### src/rtl/mem_access_unit.sv
// MEM-stage data-memory access unit: aligns stores, extends loads, and stalls the
// pipeline through a busywait handshake with a multi-cycle word-wide data memory.
module mem_access_unit #(
    parameter int unsigned TIMEOUT_CYCLES = 255
) (
    input  logic        CLK,
    input  logic        RESET,
    input  logic [31:0] IN_ADDRESS,
    input  logic [31:0] IN_WRITE_DATA,
    input  logic [3:0]  IN_READ_WRITE,
    input  logic [31:0] MEM_READDATA,
    input  logic        MEM_BUSYWAIT,
    output logic        BUSYWAIT,
    output logic [31:0] OUT_LOAD_DATA,
    output logic        OUT_MISALIGNED,
    output logic        OUT_MEM_ERROR,
    output logic [29:0] MEM_ADDRESS,
    output logic [31:0] MEM_WRITEDATA,
    output logic [3:0]  MEM_BYTE_EN,
    output logic        MEM_READ,
    output logic        MEM_WRITE
);

    localparam logic [1:0] S_IDLE   = 2'd0;
    localparam logic [1:0] S_ACCESS = 2'd1;
    localparam logic [1:0] S_DONE   = 2'd2;

    localparam logic [1:0] SZ_B = 2'd0;
    localparam logic [1:0] SZ_H = 2'd1;
    localparam logic [1:0] SZ_W = 2'd2;

    localparam logic [8:0] TIMEOUT_LIMIT = 9'(TIMEOUT_CYCLES);

    logic [1:0]  r_state;
    logic [7:0]  r_count;
    logic [1:0]  r_lane;
    logic [1:0]  r_size;
    logic        r_unsigned;
    logic        r_is_load;
    logic [31:0] r_load_data;
    logic        r_mem_error;
    logic [29:0] r_mem_address;
    logic [31:0] r_mem_writedata;
    logic [3:0]  r_mem_byte_en;
    logic        r_mem_read;
    logic        r_mem_write;

    logic        w_is_load;
    logic        w_is_store;
    logic [1:0]  w_size;
    logic        w_unsigned;
    logic        w_misaligned;
    logic        w_start;
    logic [31:0] w_store_data;
    logic [3:0]  w_byte_en;
    logic [7:0]  w_byte_sel;
    logic [15:0] w_half_sel;
    logic [31:0] w_load_ext;
    logic [8:0]  w_count_inc;

    always_comb begin
        w_is_load  = 1'b0;
        w_is_store = 1'b0;
        w_size     = SZ_B;
        w_unsigned = 1'b0;
        case (IN_READ_WRITE)
            4'b1000: begin w_is_load = 1'b1;  w_size = SZ_B; end
            4'b1001: begin w_is_load = 1'b1;  w_size = SZ_H; end
            4'b1010: begin w_is_load = 1'b1;  w_size = SZ_W; end
            4'b1100: begin w_is_load = 1'b1;  w_size = SZ_B; w_unsigned = 1'b1; end
            4'b1101: begin w_is_load = 1'b1;  w_size = SZ_H; w_unsigned = 1'b1; end
            4'b0101: begin w_is_store = 1'b1; w_size = SZ_B; end
            4'b0110: begin w_is_store = 1'b1; w_size = SZ_H; end
            4'b0111: begin w_is_store = 1'b1; w_size = SZ_W; end
            default: ;
        endcase
    end

    assign w_misaligned = ((w_size == SZ_H) && IN_ADDRESS[0]) ||
                          ((w_size == SZ_W) && (IN_ADDRESS[1:0] != 2'b00));
    assign w_start = (r_state == S_IDLE) && (w_is_load || w_is_store) && !w_misaligned;

    // Stall is raised combinationally so the pipeline freezes in the cycle the op arrives.
    assign BUSYWAIT       = !RESET && (w_start || (r_state == S_ACCESS));
    assign OUT_MISALIGNED = !RESET && (r_state == S_IDLE) && (w_is_load || w_is_store) && w_misaligned;

    always_comb begin
        w_store_data = IN_WRITE_DATA;
        w_byte_en    = 4'b1111;
        if (w_is_store) begin
            case (w_size)
                SZ_B: begin
                    w_store_data = {4{IN_WRITE_DATA[7:0]}};
                    w_byte_en    = 4'b0001 << IN_ADDRESS[1:0];
                end
                SZ_H: begin
                    w_store_data = {2{IN_WRITE_DATA[15:0]}};
                    w_byte_en    = 4'b0011 << IN_ADDRESS[1:0];
                end
                default: ;
            endcase
        end
    end

    always_comb begin
        case (r_lane)
            2'd0:    w_byte_sel = MEM_READDATA[7:0];
            2'd1:    w_byte_sel = MEM_READDATA[15:8];
            2'd2:    w_byte_sel = MEM_READDATA[23:16];
            default: w_byte_sel = MEM_READDATA[31:24];
        endcase
        w_half_sel = r_lane[1] ? MEM_READDATA[31:16] : MEM_READDATA[15:0];
        case (r_size)
            SZ_B:    w_load_ext = {{24{w_byte_sel[7] & !r_unsigned}}, w_byte_sel};
            SZ_H:    w_load_ext = {{16{w_half_sel[15] & !r_unsigned}}, w_half_sel};
            default: w_load_ext = MEM_READDATA;
        endcase
    end

    assign w_count_inc = {1'b0, r_count} + 9'd1;

    always_ff @(posedge CLK or posedge RESET) begin
        if (RESET) begin
            r_state         <= S_IDLE;
            r_count         <= 8'd0;
            r_lane          <= 2'd0;
            r_size          <= SZ_B;
            r_unsigned      <= 1'b0;
            r_is_load       <= 1'b0;
            r_load_data     <= 32'd0;
            r_mem_error     <= 1'b0;
            r_mem_address   <= 30'd0;
            r_mem_writedata <= 32'd0;
            r_mem_byte_en   <= 4'd0;
            r_mem_read      <= 1'b0;
            r_mem_write     <= 1'b0;
        end else begin
            case (r_state)
                S_IDLE: begin
                    if (w_start) begin
                        r_mem_address   <= IN_ADDRESS[31:2];
                        r_mem_writedata <= w_store_data;
                        r_mem_byte_en   <= w_byte_en;
                        r_mem_read      <= w_is_load;
                        r_mem_write     <= w_is_store;
                        r_count         <= 8'd0;
                        r_lane          <= IN_ADDRESS[1:0];
                        r_size          <= w_size;
                        r_unsigned      <= w_unsigned;
                        r_is_load       <= w_is_load;
                        r_state         <= S_ACCESS;
                    end
                end
                S_ACCESS: begin
                    // Completion wins over timeout when both land on the same edge.
                    if (!MEM_BUSYWAIT) begin
                        if (r_is_load) begin
                            r_load_data <= w_load_ext;
                        end
                        r_mem_read  <= 1'b0;
                        r_mem_write <= 1'b0;
                        r_state     <= S_DONE;
                    end else if (w_count_inc >= TIMEOUT_LIMIT) begin
                        r_mem_read  <= 1'b0;
                        r_mem_write <= 1'b0;
                        r_load_data <= 32'd0;
                        r_mem_error <= 1'b1;
                        r_state     <= S_DONE;
                    end else begin
                        r_count <= w_count_inc[7:0];
                    end
                end
                S_DONE: begin
                    r_mem_error <= 1'b0;
                    r_state     <= S_IDLE;
                end
                default: r_state <= S_IDLE;
            endcase
        end
    end

    assign OUT_LOAD_DATA = r_load_data;
    assign OUT_MEM_ERROR = r_mem_error;
    assign MEM_ADDRESS   = r_mem_address;
    assign MEM_WRITEDATA = r_mem_writedata;
    assign MEM_BYTE_EN   = r_mem_byte_en;
    assign MEM_READ      = r_mem_read;
    assign MEM_WRITE     = r_mem_write;

endmodule

### config.mk
export PLATFORM = sky130hd
export DESIGN_NAME = mem_access_unit
export DESIGN_NICKNAME = d
export VERILOG_FILES = /design/src/rtl/mem_access_unit.sv
export SDC_FILE = /design/constraint.sdc
export NUM_CORES = 1
export LEC_CHECK = 0
export CORE_ASPECT_RATIO = 1.2
export CORE_MARGIN = 2
export CORE_UTILIZATION = 40
export DETAILED_ROUTE_END_ITERATION = 8
export PLACE_DENSITY = 0.87
export SLEW_MARGIN = 20
export SYNTH_ARGS = -nofsm -noshare
export SYNTH_HDL_FRONTEND = slang
export SYNTH_SLANG_ARGS = --single-unit
### constraint.sdc
create_clock -name CLK -period 4.01 [get_ports CLK]
set_input_delay 0.802 -clock CLK [delete_from_list [all_inputs] [get_ports CLK]]
set_output_delay 0.802 -clock CLK [all_outputs]
set_load 0.1 [all_outputs]
==> tab_implementation.tex, run 1 <==
\begin{tabular}{lr}
\hline
Metric & Value \\
\hline
\multicolumn{2}{l}{\textbf{Setup path}} \\
Max stage delay cell, worst path & clkdlybuf4s50\_1 \\
Crit path buffers/inverters & 2 \\
Arrival time of the worst setup path & 2.76 ns \\
Largest stage delay, worst path & 0.60 ns \\
Critical path class & in2out \\
Maximum fanout encountered on the critical timing path & 13 \\
Category of the worst setup path capture point & output pin \\
Cell depth of the worst flop-to-flop path & 6 \\
Worst endpoint required time & 3.21 ns \\
Cells traversed along the worst timing path & clkdlybuf4s50\_1 -> or3b\_4 -> a21oi\_2 -> a21oi\_1 -> nor2b\_4 -> nor2\_1 -> nor2\_2 -> buf\_12 \\
Worst reg2reg setup slack & 1.45 ns \\
Endpoint of the worst-slack reg-to-reg timing path & OUT\_LOAD\_DATA[12] \\
Cell class contributing the biggest share of worst-path delay & simple AND/OR/NAND/NOR gates \\
Critical Path Start Type & primary input \\
Origin of the critical flop-to-flop path & r\_lane[1] \\
\multicolumn{2}{l}{\textbf{Clock tree}} \\
Cts bufs inserted & 17 \\
Clk\_lat worst skew & $\sim$0.40 ns \\
Setup fix buffers added after clock tree synthesis & 0 \\
CTS tree & yes \\
Buffer levels on the longest clock path & 2 \\
Hold buffer count at CTS & 0 \\
CTS H-tree lvls & 4 \\
CTS Root Buffer Type & clkbuf\_16 \\
Count of cells resized by post-cts repair & 0 \\
Clock transition at the registers of the reported paths & 0.05 ns \\
CTS sink cnt & 117 \\
\multicolumn{2}{l}{\textbf{Global route}} \\
Grt ovf & 0 \\
Maximum number of pins on one net before global-route repair & roughly 110 \\
Vias in the first global route & 4953 \\
Global-route usage over all layers & 20.6\% \\
Initial antenna violation count & 0 \\
Global-route wire length before repair & 25.3 mm \\
\multicolumn{2}{l}{\textbf{Yosys}} \\
Number of synthesis warnings & 0 \\
Sequential-to-total area share from yosys stat & 49.8\% \\
Syn\_nets & 636 \\
Netlist area before placement & 0.00588 mm\^{}2 \\
Synth cell types & 58 \\
Post-Syn Area per Cell & around 11 um\^{}2 \\
Synthesized flop and latch total & 117 \\
Async set or reset register ratio after synthesis & 100\% \\
Post-synth EDFFs & 0 \\
Flip-flop cell with the highest count after synthesis & dfrtp\_1 \\
Mapped Cells & around 530 \\
\multicolumn{2}{l}{\textbf{STA}} \\
Unrepaired setup endpoints after global routing & no \\
Number of setup violations in the final report & 0 \\
Final worst path period share & 88.9\% \\
Worst-case headroom to the max-slew limit & between 30\% and 40\% \\
Clock skew & 0.00953 ns \\
Final critical delay including setup and external delays & roughly 3.6 ns \\
Highest clock frequency the design can meet & 0.281 GHz \\
Final setup TNS & 0 ns \\
Slew at the pin closest to its max-slew limit & roughly 1.0 ns \\
Final Max Tran Viols & 0 \\
Final number of hold-violating endpoints & 0 \\
\multicolumn{2}{l}{\textbf{Route}} \\
Initial DRC Count & 427 \\
Via/cell ratio & approximately 5.3 \\
First drt pass iteration count & 7 \\
Final WL & 15.8 mm \\
Total via count after detailed routing & 4823 \\
DRC violation count after routing & 0 \\
Antenna Violating Nets Remaining & 0 \\
Mean routed wirelength per cell & roughly 17 um \\
\multicolumn{2}{l}{\textbf{Worst hold path}} \\
Class of the tightest hold or removal check & reg2reg \\
Hold endpoint & OUT\_LOAD\_DATA[29] \\
Min-Delay Startpoint & OUT\_LOAD\_DATA[29] \\
Hold path cells & 1 \\
\multicolumn{2}{l}{\textbf{Final layout}} \\
Final instance area & 0.00863 mm\^{}2 \\
Most used cells in the layout excluding fill and tap cells & clkdlybuf4s50\_1, dfrtp\_1, nor2\_1, a21oi\_1, mux2\_4 \\
Fraction of final layout cells with drive strength greater than 1 & 13.5\% \\
Layout Nets & 832 \\
Post-Layout Cell Count & 915 \\
Area growth from synthesis to layout & 46.8\% \\
Commonest non-fill, non-tap cell in the layout & clkdlybuf4s50\_1 \\
Diodes inserted & 0 \\
\multicolumn{2}{l}{\textbf{Flow run}} \\
Max Cap Violations & 0 \\
\multicolumn{2}{l}{\textbf{Floorplan}} \\
Die width & 115 um \\
I/O pin count & 206 \\
Die ar. & 0.0157 mm\^{}2 \\
Height of the die & 137 um \\
Placeable core area & roughly 0.014 mm\^{}2 \\
Initial Util & 40.9\% \\
Cell Rows & 48 \\
\multicolumn{2}{l}{\textbf{Place}} \\
Number of buffer cells added on primary ports & about 210 \\
Post-placement cell count & 883 \\
Placed cell areas & 0.00799 mm\^{}2 \\
Detailed placer's ending HPWL & around 11 mm \\
Last weighted congestion value of the routability-driven placer & 0.846 \\
\multicolumn{2}{l}{\textbf{Status}} \\
Status & finished clean \\
\hline
\end{tabular}
## sequential cells by signal, summed over array words and instances (netlist names)
signal and flops:
r_count 8, MEM_WRITEDATA 32, MEM_READ 1, OUT_LOAD_DATA 32
r_size 2, MEM_WRITE 1, MEM_BYTE_EN 4, r_unsigned 1
MEM_ADDRESS 30, r_is_load 1, r_state 2, r_lane 2
OUT_MEM_ERROR 1
## worst register-to-register path, stage by stage (launching register included)
cell     delay [ns]
dfrtp_1        0.86
mux4_2         0.61
nand2_1        0.10
nor2_1         0.04
nor2_1         0.37
o21ai_0        0.19
a32o_1         0.28
## worst max path at each step
| stage | start | end | slack, ns | cells after the start |
|---|---|---|---|---|
| floorplan | RESET | MEM_ADDRESS[0] | 0.11 | 1 |
| global placement | IN_READ_WRITE[3] | BUSYWAIT | 0.55 | 8 |
| detailed placement | IN_READ_WRITE[3] | BUSYWAIT | 0.46 | 8 |
| CTS | IN_READ_WRITE[3] | BUSYWAIT | 0.46 | 8 |
| global route | IN_READ_WRITE[3] | BUSYWAIT | 0.36 | 8 |
| finish | IN_READ_WRITE[3] | BUSYWAIT | 0.45 | 8 |
## final cells by class
| type | count | area (um^2) |
|---|---|---|
| clock buffer | 20 | 457 |
| clock inverter | 12 | 178 |
| fill | 1156 | 5730 |
| inverter | 11 | 43.8 |
| multi-input combinational | 366 | 2640 |
| sequential | 117 | 2930 |
| tap | 175 | 219 |
| timing repair buffer | 214 | 2160 |
## routing by layer
metal | wire [um] | vias up | global-route usage, %
li1 | - | 2304 | -
met1 | 6570 | 2321 | 25.3
met2 | 7890 | 171 | 34.1
met3 | 878 | 27 | 5.27
met4 | 439 | 0 | 9.08
met5 | 0 | - | 0
## Yosys cell counts (all sizes together), types with 3 or more instances
master     n  area share (%)
dfrtp    117              50
a21oi     53             4.8
nor2      53             3.4
mux2      41              10
o21ai     41             3.5
nand2     36             2.3
buf       24             3.7
a21bo     16             2.7
a31oi     14             1.5
clkbuf    13             1.0
o211ai    12             1.6
a22o      11             1.6
inv       11            0.70
nand2b    10             1.2
nor3b      9             1.3
a32o       8             1.4
mux2i      8             1.4
o2bb2ai    8             1.2
nand3      5            0.43
nand4b     4            0.60
nor2b      4            0.55
nand3b     3            0.38
nor3       3            0.26
o21a       3            0.38
## metrics by stage
step	hold slack, ns	utilization (%)	setup WS [ns]
finish	0.475	60.1	0.445
global route	0.490	60.1	0.363
CTS	0.481	60.1	0.464
detailed placement	0.468	55.7	0.462
global placement	0.462	55.7	0.550
floorplan	0.505	-	0.107
## cell families after synthesis
family,after synthesis,synth area share (%)
fa+ha+maj,2,0.426
compound gates,174,20.0
buf+inv,48,5.45
simple gates,139,12.0
flops,117,49.8
xor+xnor,1,0.149
mux,50,12.2
Power of run 1 is not shown: default switching activity piles up to over one toggle a cycle in this logic, so the estimate is an artifact.
==> inputs of run 2 (changes only) <==
- PLACE_DENSITY: 0.87 -> 0.85
- RECOVER_POWER: default -> 100
==> tab_implementation.tex, run 2 (synthesized netlist as in run 1, its figures left out) <==
\begin{tabular}{lr}
\hline
Metric & Value \\
\hline
\multicolumn{2}{l}{\textbf{STA}} \\
Worst-case headroom to the max-slew limit & -47.4\% \\
Final number of hold-violating endpoints & 0 \\
Final setup TNS & 0 ns \\
Final Max Tran Viols & roughly 100 \\
Slew at the pin closest to its max-slew limit & 2.20 ns \\
Final worst path period share & approximately 90\% \\
Clock skew & 0.00782 ns \\
Final critical delay including setup and external delays & 3.61 ns \\
Number of setup violations in the final report & 0 \\
Unrepaired setup endpoints after global routing & no \\
Highest clock frequency the design can meet & about 0.28 GHz \\
\multicolumn{2}{l}{\textbf{Setup path}} \\
Critical Path Start Type & primary input \\
Arrival time of the worst setup path & 2.81 ns \\
Maximum fanout encountered on the critical timing path & 13 \\
Endpoint of the worst-slack reg-to-reg timing path & OUT\_LOAD\_DATA[30] \\
Worst reg2reg setup slack & between 1 and 1.5 ns \\
Origin of the critical flop-to-flop path & r\_count[0] \\
Critical path class & in2out \\
Category of the worst setup path capture point & output pin \\
Cell depth of the worst flop-to-flop path & 7 \\
Worst endpoint required time & 3.21 ns \\
\multicolumn{2}{l}{\textbf{Clock tree}} \\
CTS tree & yes \\
Setup fix buffers added after clock tree synthesis & 0 \\
Buffer levels on the longest clock path & 2 \\
Clock transition at the registers of the reported paths & 0.05 ns \\
Clk\_lat worst skew & 0.41 ns \\
Count of cells resized by post-cts repair & 0 \\
CTS sink cnt & roughly 120 \\
CTS Root Buffer Type & clkbuf\_16 \\
Hold buffer count at CTS & 0 \\
Cts bufs inserted & 17 \\
CTS H-tree lvls & 4 \\
\multicolumn{2}{l}{\textbf{Route}} \\
Total via count after detailed routing & 4850 \\
Mean routed wirelength per cell & 16.9 um \\
Via/cell ratio & 5.29 \\
First drt pass iteration count & 6 \\
Antenna Violating Nets Remaining & 0 \\
Final WL & 15.5 mm \\
DRC violation count after routing & 0 \\
Initial DRC Count & 314 \\
\multicolumn{2}{l}{\textbf{Place}} \\
Placed cell areas & 0.00799 mm\^{}2 \\
Number of buffer cells added on primary ports & 205 \\
Last weighted congestion value of the routability-driven placer & 0.836 \\
Detailed placer's ending HPWL & 11.1 mm \\
\multicolumn{2}{l}{\textbf{Worst hold path}} \\
Hold endpoint & OUT\_LOAD\_DATA[22] \\
Class of the tightest hold or removal check & reg2reg \\
Hold path cells & 1 \\
Min-Delay Startpoint & OUT\_LOAD\_DATA[22] \\
\multicolumn{2}{l}{\textbf{Final layout}} \\
Area growth from synthesis to layout & 45.6\% \\
Diodes inserted & 0 \\
Commonest non-fill, non-tap cell in the layout & dfrtp\_1 \\
Most used cells in the layout excluding fill and tap cells & dfrtp\_1, dlygate4sd3\_1, clkdlybuf4s50\_1, nor2\_1, a21oi\_1 \\
Fin util & 59.6\% \\
Fraction of final layout cells with drive strength greater than 1 & between 10\% and 20\% \\
Final instance area & 0.00856 mm\^{}2 \\
Number of inserted filler cells in the final layout & approximately 1.2k \\
Layout Nets & about 830 \\
\multicolumn{2}{l}{\textbf{Floorplan}} \\
Height of the die & approximately 140 um \\
Die width & 115 um \\
Die ar. & 0.0157 mm\^{}2 \\
I/O pin count & around 210 \\
Cell Rows & 48 \\
Initial Util & 40.9\% \\
Placeable core area & 0.0144 mm\^{}2 \\
\multicolumn{2}{l}{\textbf{Global route}} \\
Initial antenna violation count & 0 \\
Vias in the first global route & 4822 \\
Global-route usage over all layers & 20.3\% \\
Grt ovf & 0 \\
Maximum number of pins on one net before global-route repair & 71 \\
Global-route wire length before repair & 24.7 mm \\
\multicolumn{2}{l}{\textbf{Flow run}} \\
Max Cap Violations & 2 \\
\multicolumn{2}{l}{\textbf{Status}} \\
Violated checks & capacitance limit, slew limit \\
Status & complete, but fails checks \\
\hline
\end{tabular}
==> run 2: changes by cell type in the layout (fill, tap and decap cells not counted), moves of 2 or more <==
cell	change
dlygate4sd3_1	+104
clkbuf_1	+4
clkbuf_2	+2
clkinvlp_4	-5
mux2_4	-8
clkdlybuf4s50_1	-104
o21ai_1	-2
clkinv_2	+2
mux2_1	+8
o21ai_0	+2
==> run 2: metrics by stage <==
stage | hold WS [ns] | setup slack [ns] | cells
after global routing | 0.484 | 0.207 | 917
after floorplan | 0.505 | 0.107 | 531
after CTS | 0.478 | 0.461 | 917
after detailed placement | 0.467 | 0.455 | 885
after global placement | 0.461 | 0.525 | 885
final | 0.470 | 0.397 | 917
==> run 2: worst max-delay path, cell delays in order <==
cell and delay [ns]:
dlygate4sd3_1 0.76, or3b_1 0.45, a21oi_2 0.14, a21oi_1 0.11, nor2b_4 0.18, nor2_1 0.13
nor2_2 0.07, buf_12 0.17
==> run 2: cell type report <==
cell class                 instances  area (um^2)  area share (%)
multi-input combinational        366         2590            30.3
tap                              175          219            2.56
clock inverter                     9          150            1.75
sequential                       117         2930            34.2
clock buffer                      23          468            5.47
timing repair buffer             216         2160            25.2
inverter                          11         42.5           0.497
==> run 2: metal layers <==
layer	part of all wire, %	track usage, %	vias up
met5	0	0	-
met4	2.4	8.81	0
met3	6.2	5.76	23
met2	50	33.9	159
met1	42	24.6	2340
li1	-	-	2328
==> run 2: worst max path at each step <==
stage | cells past startpoint | endpoint | slack (ns) | startpoint
2_1_floorplan | 1 | MEM_ADDRESS[0] | 0.11 | RESET
3_3_place_gp | 8 | BUSYWAIT | 0.52 | IN_READ_WRITE[3]
3_5_place_dp | 8 | BUSYWAIT | 0.46 | IN_READ_WRITE[1]
4_1_cts | 8 | BUSYWAIT | 0.46 | IN_READ_WRITE[1]
5_1_grt | 7 | MEM_WRITEDATA[2] | 0.21 | IN_READ_WRITE[1]
6_report | 8 | BUSYWAIT | 0.40 | IN_READ_WRITE[3]
Power of run 2 is left out for the same reason.
==> edit (settings of run 1) <==
Register the output `OUT_MEM_ERROR` once more, cleared by the reset; this adds one clock of latency there. The other outputs are not delayed to match.
--- a/src/rtl/mem_access_unit.sv
+++ b/src/rtl/mem_access_unit.sv
@@ -180,7 +180,13 @@
     end
 
     assign OUT_LOAD_DATA = r_load_data;
-    assign OUT_MEM_ERROR = r_mem_error;
+    always_ff @(posedge CLK or posedge RESET) begin
+        if (RESET) begin
+            OUT_MEM_ERROR <= '0;
+        end else begin
+            OUT_MEM_ERROR <= r_mem_error;
+        end
+    end
     assign MEM_ADDRESS   = r_mem_address;
     assign MEM_WRITEDATA = r_mem_writedata;
     assign MEM_BYTE_EN   = r_mem_byte_en;
Function: no difference found for any inputs over 4 cycles, from zero or initial values and one cycle with RESET high; that may be too few to reach the edited logic, so the function may still have changed.
==> edit against run 1 <==
  * Setup slack better by 0.0088 ns
  * Sequential cell count up 1
  * Count of clock-buffer cells in the layout is 1 higher
  * Wire length is 2.0% higher
  * Highest routed layer unchanged
  * Maximum frequency is 0.25% higher
  * Design area rose by 0.51%
  * Clock skew about the same
  * Non-clock buffer count unchanged
  * Register-to-register slack worse by 0.09 ns
  * Synthesized area increased by 0.43%
  * Sequential share of layout area up 0.12 points
Power is not shown: default switching activity piles up to over one toggle a cycle in this logic, so the estimate is an artifact.
==> edit: results (changes against run 1) <==
nNetsFinal: 833  # +0.12%
async_flop_share: 1.00  # unchanged
cts_buffers: 17  # unchanged
antenna_found_initial: 0  # unchanged
htree_levels: 4  # unchanged
clockRootBuffer: "clkbuf_16"
grt_max_degree: 108  # unchanged
synth.area.top_cells: "dfrtp_1 50%, mux2_4 10%, a21oi_1 4.3%"
synthXorXnorAreaFrac: 0.00148  # -0.00000632
routabilityCongestion: 0.843  # -0.44%
synthMuxAreaShare: 0.121  # -0.000515
max_stage_delay_ns: 0.59
worst_skew_pair.late_latency_ns: 0.41
use_met2: 0.341  # about the same
skew_ns: 0.00958  # +0.0000570 ns
ys_seq_area_frac: 0.500  # +0.00213
syn_nets: 637  # +0.16%
clkTransAtPathRegs_ns: 0.06
worst_pin_slew_ns: 1.04  # -0.00129 ns
slowest_stage: "clkdlybuf4s50_1"
top_layer: "met4"
r2r_end: "OUT_LOAD_DATA[12]"
cp_max_fo: 13  # unchanged
route.met2.wl_um: 7900  # +0.19%
synth_warnings: 0  # unchanged
gr-usage-met1: 0.263  # +0.0101
vias_per_cell: 5.40  # +2.5%
met3_length_um: 1010  # +15%
r2r_slack_ns: 1.36  # -0.09 ns
maxCapViolations: 0  # unchanged
drtIter0Drc: 304  # -29%
reg2reg_from: "r_lane[1]"
grt_pass1_vias: 4995  # +0.85%
synth_compound_area_frac: 0.199  # -0.000849
crit_arrival_ns: 2.75  # about the same
cts_setup_buffers: 0  # unchanged
antenna_cells: 0  # unchanged
post_cts_resized: 0  # unchanged
dr.pass1.iters: 4  # -3
worstHoldStart: "r_mem_error"
crit_family: "simple AND/OR/NAND/NOR gates"
setup-violations-final: 0  # unchanged
holdPathEnd: "OUT_MEM_ERROR"
whs_path_depth: 0  # -1
dp_hpwl_um: 11300  # +1.2%
met3_usage: 0.0571  # +0.00443
met1_length_um: 6760  # +3.0%
hp-class: "flop to flop"
drive_gt1_frac: 0.135  # -0.000182
port_buffers: 205  # unchanged
cts_buffer_depth: 2  # unchanged
yosys-top-cells-count: "118 x dfrtp_1, 53 x nor2_1, 51 x a21oi_1"
grt_pass1_wl_um: 25800  # +2.2%
synthAdderAreaFrac: 0.00424  # -0.0000181
status: "finished, final reports clean"
drt_wl_total_um: 16100  # +2.0%
grt_usage: 0.209  # +0.00304
-- edit: cell count changes in the layout (fill, tap and decap cells not counted), sizes merged --
cell             run 1  this run
bufinv               4         5
clkbuf              20        21
clkinv               1         2
clkinvlp             7         3
dfrtp              117       118
inv                 11        12
-- edit: how the worst max path moves through the flow --
stage,from,end,slack [ns],depth (start not counted)
after floorplan,RESET,MEM_ADDRESS[0],0.08,1
after global placement,IN_READ_WRITE[3],BUSYWAIT,0.50,8
after detailed placement,IN_READ_WRITE[3],BUSYWAIT,0.45,8
after CTS,IN_READ_WRITE[3],BUSYWAIT,0.45,8
after global routing,IN_READ_WRITE[3],BUSYWAIT,0.33,8
final,IN_READ_WRITE[3],BUSYWAIT,0.45,8
-- edit: worst reg2reg max path, delay by kind of cell, from the launching register on --
kind / cells / cell delay (ns)
flip-flops: 1 / 0.89
multiplexers: 1 / 0.60
AND/OR/NAND/NOR: 3 / 0.55
AO/OA/AOI/OAI: 2 / 0.49
-- edit: metrics by stage --
| stage | cells | worst slack [ns] | utilization | hold WS, ns | instance area, sq um |
|---|---|---|---|---|---|
| floorplan | 532 | 0.0789 | - | 0.375 | 5910 |
| global placement | 884 | 0.497 | 0.555 | 0.393 | 8000 |
| detailed placement | 884 | 0.447 | 0.555 | 0.390 | 8000 |
| CTS | 916 | 0.451 | 0.601 | 0.416 | 8670 |
| global route | 916 | 0.326 | 0.601 | 0.434 | 8670 |
| finish | 916 | 0.454 | 0.601 | 0.414 | 8670 |
-- edit: layout make-up --
cell class                 instances  area (sq um)
fill                            1179          5740
sequential                       118          2950
timing repair buffer             214          2150
inverter                          11          43.8
multi-input combinational        366          2640
clock buffer                      21           470
tap                              175           219
clock inverter                    11           195
